## src/rtl/seq_mult_param.sv

```systemverilog
// Parametrised shift/add sequential multiplier (radix 2^BPC), signed/unsigned, ready/valid.
// Optional build macro SEQ_MULT_ZERO_SKIP_EN: leave CALC early once the remaining multiplier bits are zero.
module seq_mult_param #(
  parameter int WIDTH = 32,
  parameter int BPC   = 1
) (
  input  logic               clock,
  input  logic               reset_n,
  input  logic               start,
  input  logic               sgn,
  input  logic [WIDTH-1:0]   mlier,
  input  logic [WIDTH-1:0]   mcand,
  output logic               ready,
  output logic               valid,
  output logic [2*WIDTH-1:0] prodt
);
  localparam int N = WIDTH / BPC;

  typedef enum logic [1:0] {IDLE, CALC, SIGN, DONE} state_t;

  state_t               state_q;
  logic [WIDTH-1:0]     mlier_q;
  logic [2*WIDTH-1:0]   mcand_q;
  logic [2*WIDTH-1:0]   acc_q;
  logic [2*WIDTH-1:0]   prodt_q;
  logic                 neg_q;
  logic                 ready_q;
  logic                 valid_q;
`ifndef SEQ_MULT_ZERO_SKIP_EN
  localparam int CW = (N > 2) ? $clog2(N) : 1;
  logic [CW-1:0]        cnt_q;
`endif

  logic [WIDTH-1:0]            mag_lier, mag_cand;
  logic [BPC-1:0][2*WIDTH-1:0] pp;
  logic [2*WIDTH-1:0]          pp_sum, acc_d, mcand_d;
  logic [WIDTH-1:0]            mlier_d;

  // The most negative operand negates to itself, which is its correct unsigned magnitude.
  assign mag_lier = (sgn && mlier[WIDTH-1]) ? -mlier : mlier;
  assign mag_cand = (sgn && mcand[WIDTH-1]) ? -mcand : mcand;

  for (genvar b = 0; b < BPC; b++) begin : g_pp
    assign pp[b] = mlier_q[b] ? (mcand_q << b) : '0;
  end

  always_comb begin
    pp_sum = '0;
    for (int b = 0; b < BPC; b++) pp_sum = pp_sum + pp[b];
    acc_d   = acc_q + pp_sum;
    mlier_d = mlier_q >> BPC;
    mcand_d = mcand_q << BPC;
  end

  always_ff @(posedge clock or negedge reset_n) begin
    if (!reset_n) begin
      state_q <= IDLE;
      mlier_q <= '0;
      mcand_q <= '0;
      acc_q   <= '0;
      prodt_q <= '0;
      neg_q   <= 1'b0;
      ready_q <= 1'b1;
      valid_q <= 1'b0;
`ifndef SEQ_MULT_ZERO_SKIP_EN
      cnt_q   <= '0;
`endif
    end else begin
      case (state_q)
        IDLE, DONE: begin
          if (start) begin
            mlier_q <= mag_lier;
            mcand_q <= {{WIDTH{1'b0}}, mag_cand};
            neg_q   <= sgn & (mlier[WIDTH-1] ^ mcand[WIDTH-1]);
            acc_q   <= '0;
            ready_q <= 1'b0;
            valid_q <= 1'b0;
            state_q <= CALC;
`ifndef SEQ_MULT_ZERO_SKIP_EN
            cnt_q   <= CW'(N - 1);
`endif
          end
        end
        CALC: begin
          acc_q   <= acc_d;
          mlier_q <= mlier_d;
          mcand_q <= mcand_d;
`ifdef SEQ_MULT_ZERO_SKIP_EN
          if (mlier_d == '0) state_q <= SIGN;
`else
          if (cnt_q == '0) state_q <= SIGN;
          else             cnt_q   <= cnt_q - 1'b1;
`endif
        end
        SIGN: begin
          prodt_q <= (neg_q && acc_q != '0) ? -acc_q : acc_q;
          ready_q <= 1'b1;
          valid_q <= 1'b1;
          state_q <= DONE;
        end
        default: state_q <= IDLE;
      endcase
    end
  end

  assign ready = ready_q;
  assign valid = valid_q;
  assign prodt = prodt_q;
endmodule

```

## config.mk

```make
export PLATFORM = sky130hd
export DESIGN_NAME = seq_mult_param
export DESIGN_NICKNAME = d
export VERILOG_FILES = /design/src/rtl/seq_mult_param.sv
export SDC_FILE = /design/constraint.sdc
export NUM_CORES = 1
export LEC_CHECK = 0
export CAP_MARGIN = 5
export CORE_MARGIN = 2
export CORE_UTILIZATION = 25
export DETAILED_ROUTE_END_ITERATION = 10
export GPL_TIMING_DRIVEN = 0
export PLACE_DENSITY = 0.37
export SKIP_LAST_GASP = 1
export SLEW_MARGIN = 20
export SYNTH_ARGS = -nofsm -noshare
export SYNTH_HDL_FRONTEND = slang
export SYNTH_SLANG_ARGS = --single-unit
```

## constraint.sdc

```tcl
create_clock -name clock -period 6 [get_ports clock]
set_input_delay 1.2 -clock clock [delete_from_list [all_inputs] [get_ports clock]]
set_output_delay 1.2 -clock clock [all_outputs]
set_load 0.05 [all_outputs]
```

==> flow_metrics.env, run 1 <==
export IMPL_status="completed"
export IMPL_gp_congestion=0.8362
export IMPL_dieArea_mm2=0.06553
export IMPL_drv_cap=0
export IMPL_crit_top_cell="clkbuf_1"
export IMPL_combPwrFrac_pct=55.3
export IMPL_via_count=14620
export IMPL_cp_start_kind="flop"
export IMPL_relSlewSlack_pct=14.74
export IMPL_synth_compound_area_share_pct=24.28
export IMPL_layout_common_cells="a21oi_1 (249), dfrtp_1 (233), nor2_1 (214)"
export IMPL_fin_skew_ns=0.01745
export IMPL_required_ns=6.43
export IMPL_layout_setup_ws_ns=0.4672
export IMPL_netSwitchingFraction_pct=50.28
export IMPL_place_ws_ns=0.5874
export IMPL_peakVddDrop_uv=266.1
export IMPL_yosys_top_cells_area="dfrtp_1 (37%), a21oi_1 (7.9%), ha_1 (5.6%)"
export IMPL_postCtsHoldBufs=0
export IMPL_hold_class="flop to flop"
export IMPL_synth_top_area_cell="dfrtp_1"
export IMPL_cts_setup_buffers=0
export IMPL_start_util_pct=25.21
export IMPL_io_pins=134
export IMPL_ys_ff_latch=234
export IMPL_cts_made_buffers=34
export IMPL_antenna_found_initial=0
export IMPL_ctsResizeCount=0
export IMPL_path_clk_slew_ns=0.05
export IMPL_n_antenna_cell=0
export IMPL_finalSetupViolCount=0
export IMPL_end_kind="flop"
export IMPL_cts_tree="built"
export IMPL_yosysWarnings=0
export IMPL_layout_commonest_cell="a21oi_1"
export IMPL_synth_edf_count=0
export IMPL_cp_max_fo=10
export IMPL_p_clk_share_pct=19.3
export IMPL_power_frac_seq_pct=25.4
export IMPL_nets=2241
export IMPL_clockBufferDepth=3
export IMPL_max_stage_delay_ns=1.02
export IMPL_place_area_mm2=0.01835
export IMPL_die_w_um=256.0
export IMPL_synthAdderAreaFrac_pct=5.722
export IMPL_finalHoldViolations=0
export IMPL_syn_inst=1930
export IMPL_arrival_ns=5.96
export IMPL_synth_xor_area_share_pct=9.104
export IMPL_grt_start_max_net_pins=72
export IMPL_core_area_mm2=0.06297
export IMPL_grt_pass1_wl_um=90610
export IMPL_drt_wirelength_per_cell_um=19.72
export IMPL_cts_root_buf="clkbuf_16"
export IMPL_synth_nets=2070
export IMPL_rows=92
export IMPL_synthArstFlopShare_pct=100.0
export IMPL_p_per_area_mw_per_mm2=541.0
export IMPL_synth_top_family_by_area="compound AO/OA/AOI/OAI gates"
export IMPL_critical_path_class="flop to flop"
export IMPL_finalSetupTns_ns=0
export IMPL_design_area_mm2=0.01945
export IMPL_wl_um=58500
export IMPL_syn_area_mm2=0.01587
export IMPL_crit_slowest_cell="a2111oi_0"
export IMPL_p_int_w=0.005232
export IMPL_drc=0
export IMPL_clk_latency_ns=0.55
export IMPL_power_leakage_nw=8.118
export IMPL_fmax_ghz=0.1807
export IMPL_h_tree_depth=2
export IMPL_synth_cell_types=69
export IMPL_via_per_inst=4.926
export IMPL_grt_usage_pct=17.73
export IMPL_syn_area_per_cell_um2=8.225
export IMPL_portBuffers=132
export IMPL_hold_worst_slack_ns=0.4787
export IMPL_first_pass_iters=5
export IMPL_path_cells="clkbuf_1, clkbuf_1, and2_1, ha_1, clkbuf_1, nand2_1, nor4_1, nand2b_1, a2111oi_0, or3_1, clkbuf_1, a41oi_1, o31ai_1, o31ai_1, a21bo_2"
export IMPL_tightestPinTransition_ns=1.247
export IMPL_drv_slew=0
export IMPL_drive_gt1_share_pct=4.102
export IMPL_synth_mux_area_share_pct=0.6384
export IMPL_clock_sinks=234
export IMPL_drtAntennaViolNets=0
export IMPL_grt_setup_unrepaired="no"
export IMPL_synth_main_ff_cell="dfrtp_1"
export IMPL_hpwl_um=45130
export IMPL_grt_pass1_vias=14870
export IMPL_fin_crit_sh_pct=92.21
export IMPL_synth_simple_area_share_pct=19.54
export IMPL_fp_dieH_um=256.0
export IMPL_grt_overflow=0
export IMPL_synth_top_area_share_pct=36.73
export IMPL_p_sw_w=0.005292
export IMPL_layout_min_cycle_time_ns=5.533
export IMPL_yosysSeqAreaShare_pct=36.90
export IMPL_drtIter0Drc=619
export IMPL_synthToLayoutAreaGrowth_pct=22.56
==> cell usage after synthesis (4+ instances only) <==
library cell    n
a21oi_1       249
dfrtp_1       233
nor2_1        214
nand2_1       191
o21ai_0       169
clkbuf_1      101
xor2_1         86
xnor2_1        79
ha_1           71
and2_1         69
a21o_1         42
inv_1          38
a22o_1         37
nand4_1        29
o31ai_1        27
nor3_1         25
or3_1          21
nor4_1         20
nand3_1        18
o21bai_1       15
a31oi_1        14
nand2b_1       11
a211oi_1       10
o21a_1         10
or4_1          10
mux2i_1         9
o211ai_1        9
or2_2           9
and3_1          8
buf_1           8
o21ai_1         6
o41ai_1         6
a22oi_1         5
nand3b_1        5
nor2b_1         5
nor3b_1         5
a221oi_1        4
buf_2           4
nand4b_1        4
==> final cells by class <==
cell class / instances / area [µm²]
fill: 6806 / 43510
multi-input combinational: 1542 / 9422
sequential: 234 / 5857
timing repair buffer: 135 / 1409
tap: 846 / 1059
clock buffer: 52 / 1032
buffer: 116 / 464.2
inverter: 38 / 142.6
clock inverter: 4 / 70.07
==> path summary, 6_finish.rpt <==
check / slack [ns] / startpoint / depth (start not counted) / end
worst min-delay path: 0.48 / mlier_q[18] / 2 / mlier_q[18]
worst max register to register: 0.47 / mlier_q[0] / 15 / acc_q[63]
worst max-delay path: 0.47 / mlier_q[0] / 15 / acc_q[63]
worst min register to register: 0.48 / mlier_q[18] / 2 / mlier_q[18]
max in group asynchronous: 4.41 / reset_n / 3 / mcand_q[40]
min in group asynchronous: 0.58 / reset_n / 1 / mlier_q[6]
==> power groups by stage <==
stage	logic (W)	registers, W	clock network, W
floorplan	0.00304	0.00331	0
global placement	0.00586	0.00270	0
global route	0.00644	0.00277	0.00217
finish	0.00581	0.00268	0.00203
detailed placement	0.00589	0.00271	0
CTS	0.00591	0.00269	0.00211
==> cells by family (layout without fill, tap and decap cells) <==
family | after synthesis | in the layout
adders and majority gates | 72 | 72
xor gates and xnor gates | 165 | 165
AOI/OAI and AO/OA | 641 | 641
muxes | 10 | 10
DFF | 234 | 234
and+or+nand+nor | 654 | 654
buffers and inverters | 154 | 345
==> flip-flops by register name, summed over array words and instances (netlist names), 2 cells and up <==
signal and flops:
state_q 2, acc_q 64, prodt 64, mcand_q 64, mlier_q 32, cnt_q 5
==> per-layer routing <==
metal | wire (µm) | vias up | share of wire (%) | track usage (%)
li1 | - | 7211 | - | -
met1 | 28180 | 7044 | 48 | 24.35
met2 | 26410 | 284 | 45 | 28.53
met3 | 2597 | 76 | 4.4 | 3.258
met4 | 1314 | 0 | 2.2 | 4.727
met5 | 0 | - | 0 | 0
==> worst max-delay path, delay by kind of cell (launching register included) <==
kind            cells  cell delay (ns)
simple gates        5             1.30
buf+inv             4             1.56
compound gates      5             2.09
fa+ha+maj           1             0.12
flops               1             0.36
==> metrics by stage <==
stage	power (W)	utilization, %	std cells
final	0.01052	30.90	2967
after global routing	0.01137	30.90	2967
after CTS	0.01071	30.89	2967
after detailed placement	0.008601	29.14	2911
after global placement	0.008555	28.99	2908
after floorplan	0.006354	-	1930
(Power assumes the default switching activity.)
==> run 2, diff against run 1 <==
--- a/config.mk
+++ b/config.mk
@@ -5,6 +5,7 @@
 export SDC_FILE = /design/constraint.sdc
 export NUM_CORES = 1
 export LEC_CHECK = 0
+export ABC_CLOCK_PERIOD_IN_PS = 6000
 export CAP_MARGIN = 5
 export CORE_MARGIN = 2
 export CORE_UTILIZATION = 25
==> results of run 2 <==
No change in the layout: final DEF, timing and power equal those of run 1.
